--- config.mk ---
export PLATFORM = sky130hd
export DESIGN_NAME = check_frame_serializer
export DESIGN_NICKNAME = d
export VERILOG_FILES = /design/src/rtl/check_frame_pkg.sv /design/src/rtl/snapshot_fifo.sv /design/src/rtl/check_frame_serializer.sv
export SDC_FILE = /design/constraint.sdc
export NUM_CORES = 1
export LEC_CHECK = 0
export BUFFER_PORTS_ARGS = -buffer_cell sky130_fd_sc_hd__clkbuf_2
export CORE_MARGIN = 4
export CORE_UTILIZATION = 50
export DETAILED_ROUTE_END_ITERATION = 8
export PLACE_DENSITY = 0.69
export SLEW_MARGIN = 0
export SYNTH_ARGS = -nofsm -noshare
export SYNTH_HDL_FRONTEND = slang
export SYNTH_SLANG_ARGS = --single-unit
--- constraint.sdc ---
create_clock -name clock -period 6.41 [get_ports clock]
set_clock_uncertainty 0.15 [all_clocks]
set_input_delay 0.9615 -clock clock [delete_from_list [all_inputs] [get_ports clock]]
set_output_delay 0.9615 -clock clock [all_outputs]
set_load 0.01 [all_outputs]
--- src/rtl/check_frame_pkg.sv ---
// Shared types and helpers for the check-result frame serializer.
package check_frame_pkg;

  localparam int unsigned SNAP_W    = 66;
  localparam int unsigned FRAME_LEN = 9;

  // One captured checker result: both flags plus the 64-bit word.
  typedef struct packed {
    logic        c1;
    logic        c2;
    logic [63:0] data;
  } snapshot_t;

  typedef enum logic [1:0] {
    ST_IDLE = 2'd0,
    ST_HDR  = 2'd1,
    ST_DAT  = 2'd2
  } ser_state_t;

  // Header byte: tag nibble, two zero bits, then the two flags.
  function automatic logic [7:0] hdr_byte(input logic [3:0] tag,
                                          input logic       c1,
                                          input logic       c2);
    return {tag, 2'b00, c1, c2};
  endfunction

endpackage

--- src/rtl/snapshot_fifo.sv ---
// Synchronous FIFO with same-edge push/pop; head is read combinationally
// from registered storage, so a write becomes visible one edge later.
module snapshot_fifo #(
  parameter int unsigned WIDTH = 66,
  parameter int unsigned DEPTH = 4
) (
  input  logic                     clock,
  input  logic                     clear,
  input  logic                     i_push,
  input  logic [WIDTH-1:0]         i_wdata,
  input  logic                     i_pop,
  output logic [WIDTH-1:0]         o_rdata,
  output logic                     o_full,
  output logic                     o_empty,
  output logic [$clog2(DEPTH):0]   o_count
);

  localparam int unsigned AW = $clog2(DEPTH);
  localparam int unsigned CW = AW + 1;

  logic [WIDTH-1:0] r_mem [DEPTH];
  logic [AW-1:0]    r_wr_ptr;
  logic [AW-1:0]    r_rd_ptr;
  logic [CW-1:0]    r_count;

  // Storage write; no reset needed on the data array.
  always_ff @(posedge clock) begin
    if (i_push) r_mem[r_wr_ptr] <= i_wdata;
  end

  // Pointer and occupancy bookkeeping.
  always_ff @(posedge clock or posedge clear) begin
    if (clear) begin
      r_wr_ptr <= '0;
      r_rd_ptr <= '0;
      r_count  <= '0;
    end else begin
      if (i_push) r_wr_ptr <= r_wr_ptr + AW'(1);
      if (i_pop)  r_rd_ptr <= r_rd_ptr + AW'(1);
      r_count <= r_count + CW'(i_push) - CW'(i_pop);
    end
  end

  assign o_rdata = r_mem[r_rd_ptr];
  assign o_full  = (r_count == CW'(DEPTH));
  assign o_empty = (r_count == '0);
  assign o_count = r_count;

endmodule

--- src/rtl/check_frame_serializer.sv ---
// Captures each new nonzero checker result into a FIFO and streams every
// snapshot out as a 9-byte frame (header + 8 data bytes, MSB first).
module check_frame_serializer
  import check_frame_pkg::*;
#(
  parameter int unsigned DEPTH   = 4,
  parameter logic [3:0]  HDR_TAG = 4'hA
) (
  input  logic        clock,
  input  logic        clear,
  input  logic        check1,
  input  logic        check2,
  input  logic [63:0] checkData,
  output logic [7:0]  outData,
  output logic        outValid,
  input  logic        outReady,
  output logic [7:0]  dropCount,
  output logic        busy
);

  localparam int unsigned CW    = $clog2(DEPTH) + 1;
  localparam int unsigned IDX_W = 3;
  localparam logic [IDX_W-1:0] LAST_IDX = IDX_W'(FRAME_LEN - 2);

  snapshot_t        w_sample;
  snapshot_t        w_head;
  snapshot_t        r_last;
  logic             w_full;
  logic             w_empty;
  logic [CW-1:0]    w_count;
  logic [CW-1:0]    w_count_next;
  logic             w_cap;
  logic             w_accept;
  logic             w_last_byte;
  logic             w_pop;
  logic             w_push;
  logic             w_drop;
  logic             w_to_idle;

  ser_state_t       r_state;
  logic [63:0]      r_shift;
  logic [IDX_W-1:0] r_idx;
  logic [7:0]       r_out_data;
  logic             r_out_valid;
  logic [7:0]       r_drop;
  logic             r_busy;

  assign w_sample    = {check1, check2, checkData};
  assign w_cap       = (check1 | check2) && (w_sample != r_last);
  assign w_accept    = r_out_valid && outReady;
  assign w_last_byte = (r_state == ST_DAT) && (r_idx == LAST_IDX);
  // Pop when idle, or on the final data byte so the next header follows without a bubble.
  assign w_pop       = !w_empty && ((r_state == ST_IDLE) || (w_accept && w_last_byte));
  assign w_push      = w_cap && (!w_full || w_pop);
  assign w_drop      = w_cap && w_full && !w_pop;
  assign w_to_idle   = w_empty && ((r_state == ST_IDLE) || (w_accept && w_last_byte));
  assign w_count_next = w_count + CW'(w_push) - CW'(w_pop);

  snapshot_fifo #(
    .WIDTH (SNAP_W),
    .DEPTH (DEPTH)
  ) u_fifo (
    .clock   (clock),
    .clear   (clear),
    .i_push  (w_push),
    .i_wdata (w_sample),
    .i_pop   (w_pop),
    .o_rdata (w_head),
    .o_full  (w_full),
    .o_empty (w_empty),
    .o_count (w_count)
  );

  // Previous-sample register used for change detection.
  always_ff @(posedge clock or posedge clear) begin
    if (clear) r_last <= '0;
    else       r_last <= w_sample;
  end

  // Saturating overflow counter.
  always_ff @(posedge clock or posedge clear) begin
    if (clear)                          r_drop <= '0;
    else if (w_drop && r_drop != 8'hFF) r_drop <= r_drop + 8'd1;
  end

  // Busy reflects the FIFO occupancy and serializer state after this edge.
  always_ff @(posedge clock or posedge clear) begin
    if (clear) r_busy <= 1'b0;
    else       r_busy <= (w_count_next != '0) || !w_to_idle;
  end

  // Serializer: header then eight data bytes, shifted out MSB first.
  always_ff @(posedge clock or posedge clear) begin
    if (clear) begin
      r_state     <= ST_IDLE;
      r_shift     <= '0;
      r_idx       <= '0;
      r_out_data  <= '0;
      r_out_valid <= 1'b0;
    end else begin
      case (r_state)
        ST_IDLE: begin
          if (!w_empty) begin
            r_shift     <= w_head.data;
            r_out_data  <= hdr_byte(HDR_TAG, w_head.c1, w_head.c2);
            r_out_valid <= 1'b1;
            r_state     <= ST_HDR;
          end
        end
        ST_HDR: begin
          if (w_accept) begin
            r_idx      <= '0;
            r_out_data <= r_shift[63:56];
            r_shift    <= {r_shift[55:0], 8'h00};
            r_state    <= ST_DAT;
          end
        end
        ST_DAT: begin
          if (w_accept) begin
            if (r_idx != LAST_IDX) begin
              r_idx      <= r_idx + IDX_W'(1);
              r_out_data <= r_shift[63:56];
              r_shift    <= {r_shift[55:0], 8'h00};
            end else if (!w_empty) begin
              r_shift     <= w_head.data;
              r_out_data  <= hdr_byte(HDR_TAG, w_head.c1, w_head.c2);
              r_state     <= ST_HDR;
            end else begin
              r_out_valid <= 1'b0;
              r_state     <= ST_IDLE;
            end
          end
        end
        default: begin
          r_out_valid <= 1'b0;
          r_state     <= ST_IDLE;
        end
      endcase
    end
  end

  assign outData   = r_out_data;
  assign outValid  = r_out_valid;
  assign dropCount = r_drop;
  assign busy      = r_busy;

endmodule

=== After elaboration in Yosys (flattened, before gate mapping) ===
Memory sizes are Yosys's and may differ from the RTL's.
Cells that the tools add are included.

* Memories kept: 1
* Bits in writable memories: 264
* Logic and storage cells: 88
* Flip-flop bits (word level): 160
* Output and inout port bits: 18

{| class="wikitable"
|+ Memories
! memory !! words !! width !! read ports !! clocked after memory_dff !! write ports !! RTL line !! RTL
|-
| u_fifo.r_mem || 4 || 66 || 1 || 0 || 1 || snapshot_fifo.sv:21 || <nowiki>logic [WIDTH-1:0] r_mem [DEPTH];</nowiki>
|}

* Bitwise gates (word level): 2
* Equal/unequal tests: 13
* Muxes and demuxes: 27
* Reduce and logical (&&, ||, !) cells: 26
* $add $sub $neg: 6

{| class="wikitable"
|+ Operators by type and width
! cell !! number
|-
| 64-bit two-way mux || 4
|-
| 64-bit case mux with 3 select lines || 1
|-
| 66-bit != test || 1
|-
| 8-bit two-way mux || 4
|-
| 8-bit case mux with 3 select lines || 1
|-
| 1-bit logical AND || 10
|-
| 2-bit != test (second input constant) || 5
|-
| 3-bit two-way mux || 3
|-
| 8-bit by 1-bit adder with 8-bit output (second input constant) || 1
|-
| 2-bit two-way mux || 4
|-
| 8-bit != test (second input constant) || 1
|-
| 4-bit AND reduction || 2
|-
| 1-bit two-way mux || 7
|-
| 3-bit == test (second input constant) || 2
|-
| 2-bit case mux with 3 select lines || 1
|-
| 3-bit case mux with 2 select lines || 1
|-
| 3-bit nonzero test || 2
|-
| 5-bit AND reduction || 1
|-
| 2-bit by 1-bit adder with 2-bit output (second input constant) || 2
|-
| 1-bit logical NOT || 4
|-
| 3-bit by 1-bit adder with 3-bit output || 1
|-
| 3-bit by 1-bit adder with 3-bit output (second input constant) || 1
|-
| 3-bit logical NOT || 1
|-
| 1-bit logical OR || 3
|-
| other kinds (11) || 11
|}

=== Depth between registers and ports, before layout ===
* Depth in word-level cells: 11
* Mapped depth: 13

=== By module ===
Synthesis repeated with hierarchy kept, for this count alone.

* Cells, all modules: 873
* Area total of the unflattened synthesis: 16,290.6 µm²

{| class="wikitable"
|+ By module, submodules not included
! module !! cells an instance !! area an instance (µm²) !! sequential area each (µm²) !! instances
|-
| snapshot_fifo || 380 || 9,935.8 || 8,102.8 || 1
|-
| check_frame_serializer || 493 || 6,354.8 || 3,828.7 || 1
|}

=== Worst setup path after synthesis ===
No wires, ideal clock.

* Path type: in2reg
* From: input outReady
* To: memory u_fifo.r_mem[0][0] (enable)
* Path slack: 1.392 ns
* Data required time: 5.769 ns
* Library setup time: 0.491 ns
* Arrival time: 4.378 ns
* Cell stages on the path: 6
* Cell sequence: and2_1 > buf_6 > a31oi_2 > nand3_1 > nand3_2 > nor2_1

* Cells in the longest elaborated chain, start to end: 8

{| class="wikitable"
|+ Ends and longest elaborated chain
! element !! RTL line !! RTL
|-
| start, declared || check_frame_serializer.sv:16 || <nowiki>input logic outReady,</nowiki>
|-
| 1-bit logical AND || check_frame_serializer.sv:50 || <nowiki>assign w_accept = r_out_valid && outReady;</nowiki>
|-
| 1-bit logical AND || check_frame_serializer.sv:53 || <nowiki>assign w_pop = !w_empty && ((r_state == ST_IDLE) || (w_accept && w_last_byte));</nowiki>
|-
| 1-bit logical OR || check_frame_serializer.sv:53 ||
|-
| 1-bit logical AND || check_frame_serializer.sv:53 ||
|-
| 1-bit logical OR || check_frame_serializer.sv:54 || <nowiki>assign w_push = w_cap && (!w_full || w_pop);</nowiki>
|-
| 1-bit logical AND || check_frame_serializer.sv:54 ||
|-
| 1-bit two-way mux || snapshot_fifo.sv:28 || <nowiki>if (i_push) r_mem[r_wr_ptr] <= i_wdata;</nowiki>
|-
| 1-bit two-way mux (implied by the code) || snapshot_fifo.sv:28 ||
|-
| end, declared || snapshot_fifo.sv:21 ||
|}

Every way passes these cells.

=== Worst setup path after layout ===
* From: input checkData[61]
* To: register r_busy, in the netlist busy

* Cells in the longest elaborated chain, start to end: 7

{| class="wikitable"
|+ Ends and longest elaborated chain
! element !! RTL line !! RTL
|-
| start, declared || check_frame_serializer.sv:13 || <nowiki>input logic [63:0] checkData,</nowiki>
|-
| 66-bit != test || check_frame_serializer.sv:49 || <nowiki>assign w_cap = (check1 | check2) && (w_sample != r_last);</nowiki>
|-
| 1-bit logical AND || check_frame_serializer.sv:49 ||
|-
| 1-bit logical AND || check_frame_serializer.sv:54 ||
|-
| 3-bit by 1-bit adder with 3-bit output || check_frame_serializer.sv:57 || <nowiki>assign w_count_next = w_count + CW'(w_push) - CW'(w_pop);</nowiki>
|-
| 3-bit by 1-bit subtractor with 3-bit output || check_frame_serializer.sv:57 ||
|-
| net w_count_next[1] || check_frame_serializer.sv:31 || <nowiki>logic [CW-1:0] w_count_next;</nowiki>
|-
| 3-bit nonzero test || check_frame_serializer.sv:89 || <nowiki>else r_busy <= (w_count_next != '0) || !w_to_idle;</nowiki>
|-
| 1-bit logical OR || check_frame_serializer.sv:89 ||
|-
| end signal, assigned || check_frame_serializer.sv:89 ||
|-
| end, declared || check_frame_serializer.sv:46 || <nowiki>logic r_busy;</nowiki>
|}

The timed path passes the listed nets, and every way through them passes these cells.
A chain may end at the register's enable or synchronous reset.

==> metrics.txt <==
status finished clean; count of input and output buffers 86; max-cap check violation count 0; Max Freq 231.7 MHz; most frequent cells after synthesis edfxtp_1, dfrtp_1, inv_1; drt total wl 33.51 mm; Worst EP arrival 4.57 ns; # IOs 87; Starting Density 50.74%; Slew Viols, Final 0; hold buffers post-CTS 0; Hold/Removal Path Class input port to async pin; antenna-violating nets left 0; final worst-path cycle share 67.33%; Mapped Avg Cell Area 18.66 um^2; Layout area overhead 14.29%; DRC 0; Synth Area in Compound Gates 5.205%; # setup viols final 0; maximum clock insertion buffer count 3; die width 186.9 um; top-area cell type share of the netlist area 49.52%; post-synthesis xor/xnor area fraction 4.267%; die area 34950 um^2; CP Launch Type input port; DRT Pass-1 Iters 8; Crit Path Class input port to flip-flop; initial detailed-routing violation count 882; sequential area share after synthesis 74.52%; Resize count post-CTS 0; Final Hold Fails 0; share of layout cells above drive strength 1 25.48%; CP required 6.67 ns; Simple-Gate Fraction of Synth Area 2.415%; CTS Buf Count 43; most numerous cell in the Yosys netlist edfxtp_1; Die Ht 186.9 um; CTS root buffer clkbuf_16; Post-Synth Adder-Cell Area 1.141%; CTS tree yes; ant diodes 0; RSZ-0062 raised after global routing no; total setup buffers inserted after CTS 0; initial antenna violation count 1; largest family of logic cells by synthesized area multiplexers; grt total ovfl 0; clk sinks 424; dominant cell type by area after synthesis edfxtp_1; Slowest cell on crit path nor4_1; CTS H-tree depth 2; core area 31560 um^2; FFs w/ async S/R, synth 37.74%; Critical Path Max Stage Delay 0.74 ns; Worst slew margin 29.34%; Final #Nets 1045; FF+latch count, synth 424; Slew @ Worst Pin 1.060 ns; dpl cells 1319; syn_nets 941; Total GRT Usage 19.40%; clk slew on worst S/H paths 0.06 ns; largest net degree at the start of global routing 71; Via Count 8104; cell row count 65; Placer Congestion 0.7791; Worst-Skew Late Latency 0.54 ns; fill cell count 2356; hpwl dp 20.61 mm; CP Cell Sequence clkbuf_2, xor2_1, nor4_1, nand4_1, nor3_1, nand3_2, nand3_2, ha_1, inv_1, ha_1, fa_1, nor2_1, nand2_1, or3_1; Synth cell types 39; Final Critical Period 4.316 ns; vias per cell 5.793; peak supply drop 0.0003196 V; Static Leakage 7.153 nW; Critical Path End Type flip-flop; yosys warns 0; setup TNS 0 ns; post-route insts no fill 1399; Placement Cell Area 16890 um^2; top cells by area, synth edfxtp_1, dfrtp_1, mux4_2, a222oi_1, xnor2_1; Worst Hold Margin 0.3155 ns; mapped cell area 16010 um^2; Pwr Density 501.3 nW/um^2; synthesized netlist cell count 858; vias in the first global route 8312; Reg2Reg Setup Slack 2.28 ns; Critical Path Fanout Max 8; Design Area, Final 18300 um^2; first-pass GRT wire length 52.07 mm; wire per inst 23.95 um; post-synthesis mux area share 9.495%; Post-synth EDFFs 264; ys flop type edfxtp_1
[state kept, by name (all words and copies together) (netlist names)]
register,cells
r_shift,64
dropCount,8
u_fifo.o_count,3
u_fifo.r_rd_ptr,2
u_fifo.r_mem,264
u_fifo.r_wr_ptr,2
r_last,66
outValid,1
r_idx,3
outData,8
busy,1
r_state,2
[power breakdown]
| part | internal, W | leakage, nW | switching, W |
|---|---|---|---|
| clock network | 0.00144 | 0.705 | 0.00100 |
| registers | 0.00377 | 4.41 | 0.000446 |
| logic | 0.00109 | 2.04 | 0.00143 |
[metal layers]
layer	GRT usage (%)	vias up	wire length, um
met2	31.06	270	16500
met5	0	-	20
met3	3.490	41	2317
li1	-	3547	-
met1	28.28	4244	14090
met4	4.750	2	573
[kinds of logic after synthesis]
| kind of cell | after synthesis |
|---|---|
| buf+inv | 112 |
| mux | 69 |
| xor+xnor | 78 |
| flops | 424 |
| fa+ha+maj | 14 |
| compound gates | 90 |
| simple gates | 71 |
[metrics by stage]
step                      power [W]  util [%]  setup slack (ns)
after floorplan            0.006068         -            0.9786
after global placement     0.006756     53.53             1.519
after detailed placement   0.006838     53.53             1.433
after CTS                  0.009288     57.99             1.996
after global routing       0.009672     57.99             1.857
final                      0.009174     57.99             2.094
[cells in the final DEF (no fill, tap or decap), drive strengths merged, types with 6 or more instances in the layout]
cell type / n
xor2: 38
nand3: 6
dfrtp: 160
nand2: 12
ha: 13
mux4: 66
inv: 72
buf: 14
xnor2: 40
clkbuf: 146
o21ai: 7
nor2: 15
a22o: 16
nor4: 10
clkinv: 17
nand4: 14
edfxtp: 264
a222oi: 58
[cell type report]
cell class	count	area (um^2)	area share, %
flip-flops and latches	424	11940	65.23
repair buffers	100	535.5	2.926
inverters	71	271.5	1.484
clock inverters	20	165.2	0.9026
clock buffers	60	1241	6.783
well taps	402	503.0	2.749
multi-input cells	322	3646	19.92
[path summary, 6_finish.rpt]
path,from,end,cells after the start
setup / recovery,checkData[61],busy$_DFF_PP0_,14
hold / removal,clear,busy$_DFF_PP0_,2
hold reg to reg,r_shift[22]$_DFFE_PP0P_,r_shift[30]$_DFFE_PP0P_,2
setup reg to reg,r_last[10]$_DFF_PP0_,busy$_DFF_PP0_,13
min in group clock,r_shift[22]$_DFFE_PP0P_,r_shift[30]$_DFFE_PP0P_,2
max in group asynchronous,clear,r_last[42]$_DFF_PP0_,3
[critical path, delay by kind of cell]
family	cells	cell delay, ns
simple gates	8	2.37
fa+ha+maj	3	0.88
buf+inv	2	0.19
xor+xnor	1	0.16
(Power assumes the default switching activity.)
